<file path="config.mk">
export PLATFORM = sky130hd
export DESIGN_NAME = des_key_schedule
export DESIGN_NICKNAME = d
export VERILOG_FILES = /design/src/rtl/des_key_schedule.sv
export SDC_FILE = /design/constraint.sdc
export NUM_CORES = 1
export LEC_CHECK = 0
export CAP_MARGIN = 20
export CORE_UTILIZATION = 60
export DETAILED_ROUTE_END_ITERATION = 8
export DONT_BUFFER_PORTS = 1
export PLACE_DENSITY = 0.78
export RECOVER_POWER = 50
export SLEW_MARGIN = 20
export SYNTH_ARGS = -nofsm -noshare
export SYNTH_HDL_FRONTEND = slang
export SYNTH_SLANG_ARGS = --single-unit
</file>
<file path="constraint.sdc">
create_clock -name clk -period 3.4 [get_ports clk]
set_input_delay 0.34 -clock clk [delete_from_list [all_inputs] [get_ports clk]]
set_output_delay 0.34 -clock clk [all_outputs]
set_load 0.02 [all_outputs]
</file>
<file path="src/rtl/des_key_schedule.sv">
// Iterative DES / 3-key TDES round-key generator streaming one 48-bit subkey per handshake.
// Optional key-byte odd-parity screening is enabled by defining DES_KEY_PARITY_CHECK_EN.
module des_key_schedule #(
  parameter int NUM_KEYS = 1
) (
  input  logic                    clk,
  input  logic                    rst,
  input  logic [64*NUM_KEYS-1:0]  key_in,
  input  logic                    decrypt,
  input  logic                    key_valid,
  output logic                    key_ready,
  output logic [47:0]             subkey,
  output logic                    subkey_valid,
  input  logic                    subkey_ready,
  output logic [3:0]              round_idx,
  output logic [1:0]              stage_idx,
  output logic                    last
`ifdef DES_KEY_PARITY_CHECK_EN
  ,
  output logic                    parity_err
`endif
);

  generate
    if ((NUM_KEYS != 1) && (NUM_KEYS != 3)) begin : g_bad_num_keys
      $error("des_key_schedule: NUM_KEYS must be 1 or 3");
    end
  endgenerate

  typedef enum logic [0:0] {IDLE = 1'b0, RUN = 1'b1} state_t;

  localparam logic [1:0] LAST_STAGE = 2'(NUM_KEYS - 1);

  // Source bit numbers (DES numbering, bit 1 = MSB), first entry is output bit 1.
  localparam logic [56*7-1:0] PC1_TAB = {
    7'd57, 7'd49, 7'd41, 7'd33, 7'd25, 7'd17, 7'd9,
    7'd1,  7'd58, 7'd50, 7'd42, 7'd34, 7'd26, 7'd18,
    7'd10, 7'd2,  7'd59, 7'd51, 7'd43, 7'd35, 7'd27,
    7'd19, 7'd11, 7'd3,  7'd60, 7'd52, 7'd44, 7'd36,
    7'd63, 7'd55, 7'd47, 7'd39, 7'd31, 7'd23, 7'd15,
    7'd7,  7'd62, 7'd54, 7'd46, 7'd38, 7'd30, 7'd22,
    7'd14, 7'd6,  7'd61, 7'd53, 7'd45, 7'd37, 7'd29,
    7'd21, 7'd13, 7'd5,  7'd28, 7'd20, 7'd12, 7'd4
  };

  localparam logic [48*7-1:0] PC2_TAB = {
    7'd14, 7'd17, 7'd11, 7'd24, 7'd1,  7'd5,
    7'd3,  7'd28, 7'd15, 7'd6,  7'd21, 7'd10,
    7'd23, 7'd19, 7'd12, 7'd4,  7'd26, 7'd8,
    7'd16, 7'd7,  7'd27, 7'd20, 7'd13, 7'd2,
    7'd41, 7'd52, 7'd31, 7'd37, 7'd47, 7'd55,
    7'd30, 7'd40, 7'd51, 7'd45, 7'd33, 7'd48,
    7'd44, 7'd49, 7'd39, 7'd56, 7'd34, 7'd53,
    7'd46, 7'd42, 7'd50, 7'd36, 7'd29, 7'd32
  };

  function automatic logic [55:0] pc1(input logic [63:0] k);
    logic [56*7-1:0] tab;
    logic [6:0]      src;
    logic [5:0]      idx;
    pc1 = 56'd0;
    tab = PC1_TAB;
    for (int j = 0; j < 32'sd56; j++) begin
      src = tab[56*7-1 -: 7];
      idx = 6'(7'd64 - src);
      pc1 = {pc1[54:0], k[idx]};
      tab = tab << 7'd7;
    end
  endfunction

  function automatic logic [47:0] pc2(input logic [55:0] cd);
    logic [48*7-1:0] tab;
    logic [6:0]      src;
    logic [5:0]      idx;
    pc2 = 48'd0;
    tab = PC2_TAB;
    for (int j = 0; j < 32'sd48; j++) begin
      src = tab[48*7-1 -: 7];
      idx = 6'(7'd56 - src);
      pc2 = {pc2[46:0], cd[idx]};
      tab = tab << 7'd7;
    end
  endfunction

  function automatic logic [27:0] rot28(input logic [27:0] h, input logic left, input logic two);
    case ({left, two})
      2'b10:   rot28 = {h[26:0], h[27]};
      2'b11:   rot28 = {h[25:0], h[27:26]};
      2'b00:   rot28 = {h[0], h[27:1]};
      2'b01:   rot28 = {h[1:0], h[27:2]};
      default: rot28 = h;
    endcase
  endfunction

  function automatic logic [55:0] rot_cd(input logic [55:0] cd, input logic left, input logic two);
    rot_cd = {rot28(cd[55:28], left, two), rot28(cd[27:0], left, two)};
  endfunction

  // Shift schedule S[n], n = 1..16: single shift only at 1, 2, 9 and 16.
  function automatic logic shift_two(input logic [4:0] n);
    case (n)
      5'd1, 5'd2, 5'd9, 5'd16: shift_two = 1'b0;
      default:                 shift_two = 1'b1;
    endcase
  endfunction

  function automatic logic [63:0] key_of(input logic [64*NUM_KEYS-1:0] keys, input logic [1:0] k);
    key_of = 64'd0;
    for (int i = 0; i < NUM_KEYS; i++) begin
      if (k == 2'(i + 32'sd1)) key_of = keys[64*(NUM_KEYS-1-i) +: 64];
    end
  endfunction

  // Decrypt jobs walk the keys from the last one down; the middle TDES stage flips direction.
  function automatic logic [55:0] load_cd(input logic [64*NUM_KEYS-1:0] keys,
                                          input logic job_dec, input logic [1:0] stage);
    logic [1:0]  kidx;
    logic        sdec;
    logic [55:0] base_cd;
    kidx    = job_dec ? (2'(NUM_KEYS) - stage) : (stage + 2'd1);
    sdec    = job_dec ^ (stage == 2'd1);
    base_cd = pc1(key_of(keys, kidx));
    load_cd = sdec ? base_cd : rot_cd(base_cd, 1'b1, 1'b0);
  endfunction

`ifdef DES_KEY_PARITY_CHECK_EN
  function automatic logic keys_parity_ok(input logic [64*NUM_KEYS-1:0] keys);
    keys_parity_ok = 1'b1;
    for (int b = 0; b < 8*NUM_KEYS; b++) begin
      keys_parity_ok = keys_parity_ok & (^keys[8*b +: 8]);
    end
  endfunction
`endif

  state_t                  state_r, state_s;
  logic [55:0]             cd_r, cd_s;
  logic [64*NUM_KEYS-1:0]  key_r, key_s;
  logic                    dec_r, dec_s;
  logic [3:0]              round_r, round_s;
  logic [1:0]              stage_r, stage_s;
  logic                    valid_r, valid_s;
  logic [47:0]             subkey_r, subkey_s;
  logic                    last_r, last_s;
  logic                    stage_dec_s;
  logic [4:0]              shift_n_s;
  logic                    key_ok_s;

`ifdef DES_KEY_PARITY_CHECK_EN
  assign key_ok_s = keys_parity_ok(key_in);
`else
  assign key_ok_s = 1'b1;
`endif

  // Next-state, round-key schedule and output computation.
  always_comb begin
    state_s     = state_r;
    cd_s        = cd_r;
    key_s       = key_r;
    dec_s       = dec_r;
    round_s     = round_r;
    stage_s     = stage_r;
    valid_s     = valid_r;
    stage_dec_s = dec_r ^ (stage_r == 2'd1);
    shift_n_s   = stage_dec_s ? (5'd16 - {1'b0, round_r}) : ({1'b0, round_r} + 5'd2);
    case (state_r)
      IDLE: begin
        valid_s = 1'b0;
        if (key_valid && key_ok_s) begin
          state_s = RUN;
          key_s   = key_in;
          dec_s   = decrypt;
          cd_s    = load_cd(key_in, decrypt, 2'd0);
          round_s = 4'd0;
          stage_s = 2'd0;
          valid_s = 1'b1;
        end else begin
          state_s = IDLE;
        end
      end
      RUN: begin
        if (subkey_ready) begin
          if (round_r != 4'd15) begin
            round_s = round_r + 4'd1;
            cd_s    = rot_cd(cd_r, !stage_dec_s, shift_two(shift_n_s));
          end else if (stage_r != LAST_STAGE) begin
            round_s = 4'd0;
            stage_s = stage_r + 2'd1;
            cd_s    = load_cd(key_r, dec_r, stage_r + 2'd1);
          end else begin
            state_s = IDLE;
            valid_s = 1'b0;
            round_s = 4'd0;
            stage_s = 2'd0;
          end
        end else begin
          state_s = RUN;
        end
      end
      default: begin
        state_s = IDLE;
        valid_s = 1'b0;
      end
    endcase
    subkey_s = valid_s ? pc2(cd_s) : 48'd0;
    last_s   = valid_s && (round_s == 4'd15) && (stage_s == LAST_STAGE);
  end

  // State and datapath registers.
  always_ff @(posedge clk) begin
    if (rst) begin
      state_r  <= IDLE;
      cd_r     <= 56'd0;
      key_r    <= '0;
      dec_r    <= 1'b0;
      round_r  <= 4'd0;
      stage_r  <= 2'd0;
      valid_r  <= 1'b0;
      subkey_r <= 48'd0;
      last_r   <= 1'b0;
    end else begin
      state_r  <= state_s;
      cd_r     <= cd_s;
      key_r    <= key_s;
      dec_r    <= dec_s;
      round_r  <= round_s;
      stage_r  <= stage_s;
      valid_r  <= valid_s;
      subkey_r <= subkey_s;
      last_r   <= last_s;
    end
  end

`ifdef DES_KEY_PARITY_CHECK_EN
  logic perr_s, perr_r;

  // A rejected key raises the error flag for the cycle after the attempt.
  always_comb begin
    perr_s = (state_r == IDLE) && key_valid && !key_ok_s;
  end

  // Parity error flag register.
  always_ff @(posedge clk) begin
    if (rst) begin
      perr_r <= 1'b0;
    end else begin
      perr_r <= perr_s;
    end
  end

  assign parity_err = perr_r;
`endif

  assign key_ready    = (state_r == IDLE) && !rst;
  assign subkey       = subkey_r;
  assign subkey_valid = valid_r;
  assign round_idx    = round_r;
  assign stage_idx    = stage_r;
  assign last         = last_r;

endmodule

</file>
==> impl_results.rst, run 1 <==
.. list-table::
   :header-rows: 1

   * - Metric
     - Value
   * - Placement Setup Slack
     - 0.2922 ns
   * - CTS HTree Levels
     - 4
   * - Data required time at the worst endpoint
     - 3.68 ns
   * - Layout fillers
     - 1509
   * - Worst hold path depth
     - 1
   * - Critical path class
     - reg2reg
   * - Overall Global Routing Usage
     - 43.57%
   * - Cell count after synthesis
     - 1364
   * - Worst-case reg-to-reg path depth
     - 8
   * - Combined area of the multi-input logic cells
     - 6645 um^2
   * - Clock tree from TritonCTS
     - yes
   * - Count of buffers inserted at the top-level ports
     - 0
   * - Number of setup violations in the final report
     - 0
   * - Cell with the largest stage delay on the worst path
     - sky130_fd_sc_hd__xnor2_4
   * - Number of detailed-route iterations in the first pass
     - 7
   * - Global route overflow
     - 0
   * - Height of the die
     - 135.2 um
   * - Slew HR
     - 17.44%
   * - Number of antenna violations at the first check in global routing
     - 0
   * - Area Overhead vs Synth
     - 7.208%
   * - Routability Congestion
     - 0.9884
   * - Maximum root-to-sink buffer count
     - 2
   * - Final core area utilization
     - 65.95%
   * - Clock power frac
     - 39.1%
   * - Total half-perimeter wirelength after legalization and detailed placement
     - 26860 um
   * - Clock Sink Count
     - 170
   * - Synth warnings
     - 0
   * - Combinational power share
     - 18.9%
   * - Fraction of power consumed by sequential logic
     - 41.9%
   * - Number of flops mapped to enable cells by yosys
     - 0
   * - Mean number of vias per cell
     - 7.251
   * - Power density cells
     - 501.2 nW/um^2
   * - Final min period
     - 3.276 ns
   * - Max-slew violation total from the final report
     - 0
   * - Portion of the clock cycle consumed by the worst path in the final layout
     - 96.34%
   * - Kind of end point of the critical path
     - flip-flop
   * - Unrepaired setup endpoints after global routing
     - no
   * - Post-Place Cell Area
     - 10700 um^2
   * - Worst path max stage delay
     - 0.60 ns
   * - Total vias in the final route
     - 11160
   * - Number of max-capacitance violations reported
     - 0
   * - Insertion delay of the later-clocked pin in the worst-skew pair
     - 0.45 ns
   * - Unique masters post-synth
     - 70
   * - Buffer type at the clock tree root
     - sky130_fd_sc_hd__clkbuf_16
   * - Detail Route Antenna Nets
     - 0
   * - Maximum operating frequency
     - 0.3053 GHz
   * - Final TNS setup
     - 0 ns
   * - Net load switching power
     - 1.865 mW
   * - Area taken by flip-flops and latches
     - 3407 um^2
   * - Leak
     - 4.101 nW
   * - Share of synthesized flip-flops with an asynchronous set or reset
     - 0%
   * - Final wirelength
     - 39990 um
   * - Most common flop cell mapped by yosys
     - sky130_fd_sc_hd__dfxtp_1
   * - Post-Synthesis Mean Instance Area
     - 7.801 um^2
   * - Switch share
     - 32.62%
   * - Die Outline Area
     - 18270 um^2
   * - Max Fanout on Critical Path
     - 20
   * - Worst-case vdd ir drop
     - 0.3892 mV
   * - CP Depth
     - 8
   * - Number of nets produced by synthesis
     - 1441
   * - Top Family by Delay on Critical Path
     - simple AND/OR/NAND/NOR gates
   * - Die extent in x
     - 135.2 um
   * - Synth Cell Area
     - 10640 um^2
   * - Clock transition at the registers of the reported paths
     - 0.07 ns
   * - Number of register bits inferred by synthesis
     - 170
   * - Outcome
     - completed
   * - Vias in the first global route
     - 9839
   * - Cell area after layout
     - 11410 um^2
   * - Total clock buffers created by CTS
     - 17
   * - Standard cell core area
     - 17300 um^2
   * - Sequential cell area fraction in the yosys report
     - 31.98%
   * - Worst setup skew after layout
     - 0.01258 ns
   * - Post-DR wirelength/cell
     - 25.99 um
   * - Net count, final
     - 1378
   * - Final-layout worst hold slack
     - 0.004877 ns
   * - Signal arrival time at the worst endpoint
     - 3.56 ns
   * - Buffer and inverter count on the worst path
     - 2
   * - Layout cells sized above 1
     - 8.219%
   * - Count of antenna diodes in the layout
     - 0
   * - First-pass GRT wire length
     - 59120 um
   * - DRC errors left
     - 0
   * - Largest net degree at the start of global routing
     - 82
   * - Num ports
     - 126
   * - Path type of the worst min-delay path
     - in2reg
   * - Final worst slack
     - 0.1244 ns
   * - DRC marker count from the first detailed-route iteration
     - 1927
   * - FP Rows
     - 48
   * - Cell chain of the critical path
     - inv_1 > ha_1 > xnor2_4 > buf_4 > nand3_1 > o21ai_0 > o211ai_1 > nor3b_1
   * - Power Internal
     - 3.853 mW
   * - Slew at the pin closest to its max-slew limit
     - 1.238 ns
   * - Critical path startpoint category
     - flip-flop
   * - Effective utilization at floorplan
     - 61.52%
   * - Total count of hold-check failures in the final report
     - 0
[worst reg2reg max path, stage by stage (launching register included)]
cell and delay (ns):
sky130_fd_sc_hd__dfxtp_1 0.51, sky130_fd_sc_hd__inv_1 0.12, sky130_fd_sc_hd__ha_1 0.32, sky130_fd_sc_hd__xnor2_4 0.61
sky130_fd_sc_hd__buf_4 0.37, sky130_fd_sc_hd__nand3_1 0.48, sky130_fd_sc_hd__o21ai_0 0.35, sky130_fd_sc_hd__o211ai_1 0.17
sky130_fd_sc_hd__nor3b_1 0.20
[layout by cell type, fill, tap and decap left out, types with 9 or more instances in the layout]
master and count:
sky130_fd_sc_hd__nor2_1 114, sky130_fd_sc_hd__a21oi_1 135, sky130_fd_sc_hd__nor3b_1 22, sky130_fd_sc_hd__nand2b_1 13, sky130_fd_sc_hd__o22ai_1 46, sky130_fd_sc_hd__o21ai_0 70, sky130_fd_sc_hd__mux2_2 12, sky130_fd_sc_hd__buf_4 39
sky130_fd_sc_hd__o31a_1 11, sky130_fd_sc_hd__and3_1 9, sky130_fd_sc_hd__nor3_1 38, sky130_fd_sc_hd__a211o_1 14, sky130_fd_sc_hd__inv_1 12, sky130_fd_sc_hd__o32ai_1 14, sky130_fd_sc_hd__a211oi_1 34, sky130_fd_sc_hd__nand3_1 16
sky130_fd_sc_hd__a311oi_1 9, sky130_fd_sc_hd__o211ai_1 14, sky130_fd_sc_hd__mux2i_1 128, sky130_fd_sc_hd__clkbuf_16 18, sky130_fd_sc_hd__a221oi_1 18, sky130_fd_sc_hd__nand2_1 193, sky130_fd_sc_hd__dfxtp_1 169, sky130_fd_sc_hd__nor4_1 11
[what timing repair did]
action                     4_1_cts  5_1_grt
buffers inserted                 0        1
hold endpoints to repair        81        0
hold buffers                     3        0
gates resized for setup          0        0
setup endpoints to repair        0        1
[power groups by stage]
stage | registers, mW | logic [mW] | clock network, mW
6_report | 2.40 | 1.08 | 2.24
5_1_grt | 2.40 | 1.15 | 2.32
4_1_cts | 2.38 | 1.04 | 2.23
3_5_place_dp | 2.42 | 1.00 | 0
3_3_place_gp | 2.42 | 0.980 | 0
2_1_floorplan | 2.32 | 0.812 | 0
[layout make-up]
class | count | area share [%]
Sequential cell | 170 | 29.87
Multi-Input combinational cell | 1053 | 58.25
Clock buffer | 19 | 4.069
Inverter | 12 | 0.3949
Clock inverter | 13 | 1.788
Timing Repair Buffer | 47 | 3.159
Tap cell | 225 | 2.468
[Yosys cell counts, types with 5 or more instances]
master                      number  share of area [%]
sky130_fd_sc_hd__o22ai_1        46                2.7
sky130_fd_sc_hd__buf_1          13               0.46
sky130_fd_sc_hd__dfxtp_1       170                 32
sky130_fd_sc_hd__o32ai_1        14                1.2
sky130_fd_sc_hd__inv_1          12               0.42
sky130_fd_sc_hd__nand3b_1        6               0.42
sky130_fd_sc_hd__a31o_2          5               0.41
sky130_fd_sc_hd__o31ai_1         6               0.42
sky130_fd_sc_hd__o221ai_1        5               0.41
sky130_fd_sc_hd__nand3_1        16               0.75
sky130_fd_sc_hd__clkbuf_1       78                2.8
sky130_fd_sc_hd__mux2_2         12                1.3
sky130_fd_sc_hd__ha_1            8               0.94
sky130_fd_sc_hd__or3_1           5               0.29
sky130_fd_sc_hd__nand2b_1       14               0.82
sky130_fd_sc_hd__a311oi_1        9               0.74
sky130_fd_sc_hd__a211oi_1       34                2.4
sky130_fd_sc_hd__a211o_1        14                1.2
sky130_fd_sc_hd__a31oi_1         8               0.47
sky130_fd_sc_hd__nor2b_1         7               0.41
sky130_fd_sc_hd__a221oi_1       18                1.5
sky130_fd_sc_hd__nor3_1         38                1.8
sky130_fd_sc_hd__or4_1           6               0.42
sky130_fd_sc_hd__o21ai_0        71                3.3
sky130_fd_sc_hd__buf_6           5               0.53
sky130_fd_sc_hd__o311a_1         7               0.66
sky130_fd_sc_hd__nand2_1       193                6.8
sky130_fd_sc_hd__o211ai_1       14               0.99
sky130_fd_sc_hd__o31a_1         11               0.91
sky130_fd_sc_hd__nor3b_1        22                1.6
sky130_fd_sc_hd__mux2i_1       128                 12
sky130_fd_sc_hd__o21a_1          5               0.35
sky130_fd_sc_hd__a21oi_1       135                6.3
sky130_fd_sc_hd__a2111oi_0       5               0.41
sky130_fd_sc_hd__and3_1          9               0.53
sky130_fd_sc_hd__buf_2          31                1.5
sky130_fd_sc_hd__nor4_1         11               0.65
sky130_fd_sc_hd__nor2_1        114                4.0
[registers in the layout (all words and copies together) (netlist names)]
register and cells:
cd_r 56, round_idx 4, stage_idx 2, state_r 1, last 1, subkey_valid 1, subkey 48, key_r 56
dec_r 1
[cell families (layout without fill, tap and decap cells)]
kind of cell / after synthesis / after routing / share of synthesized area [%]
muxes: 140 / 140 / 13.31
DFF: 170 / 170 / 31.98
AOI/OAI and AO/OA: 442 / 442 / 27.43
buffers and inverters: 141 / 91 / 5.762
xor gates and xnor gates: 5 / 5 / 0.6586
and+or+nand+nor: 458 / 458 / 19.91
adders and majority gates: 8 / 8 / 0.9408
[layer usage]
metal | wire length [um] | up-vias | track usage (%)
met1 | 15660 | 5188 | 59.72
met3 | 6307 | 142 | 15.71
met2 | 16670 | 919 | 62.19
met4 | 1356 | 0 | 15.86
li1 | - | 4911 | -
met5 | 0 | - | 0
[stage by stage]
stage | total power [mW] | cells
6_report | 5.718 | 1539
5_1_grt | 5.864 | 1539
4_1_cts | 5.644 | 1538
3_5_place_dp | 3.422 | 1503
3_3_place_gp | 3.403 | 1503
2_1_floorplan | 3.131 | 1364
[final timing paths]
check | from | end | slack, ns
min reg2reg | key_r[38]$_SDFFE_PP0P_ | key_r[38]$_SDFFE_PP0P_ | 0.47
max reg2reg | stage_idx[1]$_SDFF_PP0_ | cd_r[45]$_SDFF_PP0_ | 0.12
max | stage_idx[1]$_SDFF_PP0_ | cd_r[45]$_SDFF_PP0_ | 0.12
min | rst | cd_r[30]$_SDFF_PP0_ | 0.005
No activity file was read; power rests on OpenSTA's default activity.
==> run 2, diff against run 1 <==
--- a/config.mk
+++ b/config.mk
@@ -9,7 +9,7 @@
 export CORE_UTILIZATION = 60
 export DETAILED_ROUTE_END_ITERATION = 8
 export DONT_BUFFER_PORTS = 1
-export PLACE_DENSITY = 0.78
+export PLACE_DENSITY = 0.76
 export RECOVER_POWER = 50
 export SLEW_MARGIN = 20
 export SYNTH_ARGS = -nofsm -noshare
==> run 2 against run 1 <==
  * Worst setup slack lost 0.0076 ns
  * Core utilization down 0.32 points
  * First-iteration DRC count decreased by 13%
  * Die area is the same
  * Critical path type unchanged
==> impl_results.rst, run 2 (synthesis results as in run 1) <==
.. list-table::
   :header-rows: 1

   * - Metric
     - Value
   * - Outcome
     - completed
   * - Worst-case vdd ir drop
     - 0.3648 mV
   * - Buffer type at the clock tree root
     - sky130_fd_sc_hd__clkbuf_16
   * - Count of buffers inserted at the top-level ports
     - 0
   * - Total half-perimeter wirelength after legalization and detailed placement
     - 26740 um
   * - Mean number of vias per cell
     - 7.137
   * - CTS HTree Levels
     - 4
   * - Final min period
     - 3.283 ns
   * - Maximum operating frequency
     - 0.3046 GHz
   * - Standard cell core area
     - 17300 um^2
   * - Cell chain of the critical path
     - clkbuf_1 > nand2b_1 > clkbuf_2 > o21ai_0 > o31a_1
   * - Max-slew violation total from the final report
     - 0
   * - Slew at the pin closest to its max-slew limit
     - 1.277 ns
   * - Slew HR
     - 14.84%
   * - Post-Place Cell Area
     - 10710 um^2
   * - Count of antenna diodes in the layout
     - 0
   * - Clock tree from TritonCTS
     - yes
   * - Signal arrival time at the worst endpoint
     - 3.61 ns
   * - Kind of end point of the critical path
     - flip-flop
   * - Top library cells by usage in the layout, fill and taps aside
     - sky130_fd_sc_hd__nand2_1 (193), sky130_fd_sc_hd__dfxtp_1 (168), sky130_fd_sc_hd__a21oi_1 (135), sky130_fd_sc_hd__mux2i_1 (128), sky130_fd_sc_hd__nor2_1 (114)
   * - Power density cells
     - 479.4 nW/um^2
   * - Number of max-capacitance violations reported
     - 0
   * - Max Fanout on Critical Path
     - 31
   * - Final cell count without fillers
     - 1543
   * - Total count of hold-check failures in the final report
     - 0
   * - Worst setup skew after layout
     - 0.01278 ns
   * - Unrepaired setup endpoints after global routing
     - no
   * - Total vias in the final route
     - 11010
   * - Critical path class
     - reg2reg
   * - Num ports
     - 126
   * - Layout cells sized above 1
     - 8.118%
   * - Overall Global Routing Usage
     - 43.16%
   * - Final wirelength
     - 39530 um
   * - Clock Sink Count
     - 170
   * - Maximum root-to-sink buffer count
     - 2
   * - Number of setup violations in the final report
     - 0
   * - Routability Congestion
     - 0.9740
   * - Detail Route Antenna Nets
     - 0
   * - Die Outline Area
     - 18270 um^2
   * - Global route overflow
     - 0
   * - Clock transition at the registers of the reported paths
     - 0.07 ns
   * - Effective utilization at floorplan
     - 61.52%
   * - Critical path startpoint category
     - flip-flop
   * - Cell area after layout
     - 11350 um^2
   * - Vias in the first global route
     - 9809
   * - First-pass GRT wire length
     - 59330 um
   * - Area Overhead vs Synth
     - 6.691%
   * - Final TNS setup
     - 0 ns
   * - Height of the die
     - 135.2 um
   * - Insertion delay of the later-clocked pin in the worst-skew pair
     - 0.44 ns
   * - Data required time at the worst endpoint
     - 3.73 ns
   * - Post-DR wirelength/cell
     - 25.62 um
   * - Portion of the clock cycle consumed by the worst path in the final layout
     - 96.56%
   * - Number of antenna violations at the first check in global routing
     - 0
   * - Leak
     - 4.069 nW
   * - Cell with the largest stage delay on the worst path
     - sky130_fd_sc_hd__clkbuf_1
   * - DRC errors left
     - 0
   * - Number of detailed-route iterations in the first pass
     - 7
   * - Net count, final
     - 1382
   * - Largest net degree at the start of global routing
     - 76
   * - Total clock buffers created by CTS
     - 17
   * - FP Rows
     - 48
   * - Worst path max stage delay
     - 0.97 ns
   * - Dpl cells
     - 1502
   * - DRC marker count from the first detailed-route iteration
     - 1682
   * - Final-layout worst hold slack
     - 0.01010 ns
   * - Path type of the worst min-delay path
     - in2reg
   * - Most common cell after layout, fill and taps aside
     - sky130_fd_sc_hd__nand2_1
   * - Die extent in x
     - 135.2 um
[run 2: changes by cell type in the layout (fill, tap and decap cells not counted), moves of 2 or more]
| cell | delta |
|---|---|
| sky130_fd_sc_hd__buf_4 | -2 |
| sky130_fd_sc_hd__clkbuf_2 | +2 |
| sky130_fd_sc_hd__dlygate4sd3_1 | +4 |
| sky130_fd_sc_hd__clkinvlp_4 | +2 |
| sky130_fd_sc_hd__buf_12 | +2 |
| sky130_fd_sc_hd__bufinv_16 | -3 |
[run 2: metal layers]
| layer | global-route usage (%) | vias to the layer above | wire, um |
|---|---|---|---|
| met2 | 61.42 | 829 | 16340 |
| met4 | 15.54 | 0 | 1400 |
| met5 | 0 | - | 0 |
| met1 | 59.60 | 5141 | 15810 |
| li1 | - | 4920 | - |
| met3 | 15.15 | 123 | 5985 |
[run 2: timing repair]
action | in CTS | in global routing
endpoints found under the hold margin | 19 | 0
gates resized for setup | 0 | 0
setup buffers | 0 | 2
endpoints found under the setup margin | 0 | 8
hold buffers | 7 | 0
[run 2: through the flow]
step	setup slack [ns]	util (%)	power, mW
2_1_floorplan	0.7233	-	3.131
3_3_place_gp	0.2609	61.91	3.403
3_5_place_dp	0.2105	61.91	3.421
4_1_cts	0.1596	65.67	5.360
5_1_grt	0.03173	65.63	5.585
6_report	0.1168	65.63	5.442
[run 2: power by group]
group | internal (mW) | switching (mW)
Sequential | 2.13 | 0.268
Combinational | 0.411 | 0.669
Clock | 1.06 | 0.901
[run 2: worst paths after layout]
| path | slack, ns | depth (start not counted) | startpoint | end |
|---|---|---|---|---|
| setup / recovery | 0.12 | 5 | state_r$_SDFF_PP0_ | cd_r[2]$_SDFFE_PP0P_ |
| hold / removal | 0.01 | 1 | rst | cd_r[7]$_SDFF_PP0_ |
| setup reg to reg | 0.12 | 5 | state_r$_SDFF_PP0_ | cd_r[2]$_SDFFE_PP0P_ |
| hold reg to reg | 0.47 | 2 | key_r[37]$_SDFFE_PP0P_ | key_r[37]$_SDFFE_PP0P_ |
[run 2: cell type report]
cell class | instances | area (um^2)
Inverter | 12 | 45.04
Fill cell | 1537 | 5944
Tap cell | 225 | 281.5
Multi-Input combinational cell | 1053 | 6643
Clock buffer | 21 | 460.4
Clock inverter | 11 | 110.1
Timing Repair Buffer | 51 | 404.1
Sequential cell | 170 | 3408
[run 2: critical path: cells and delay by family (launching register included)]
| kind | cells | cell delay (ns) |
|---|---|---|
| buffers and inverters | 2 | 1.54 |
| AOI/OAI and AO/OA | 2 | 0.76 |
| DFF | 1 | 0.48 |
| and+or+nand+nor | 1 | 0.38 |
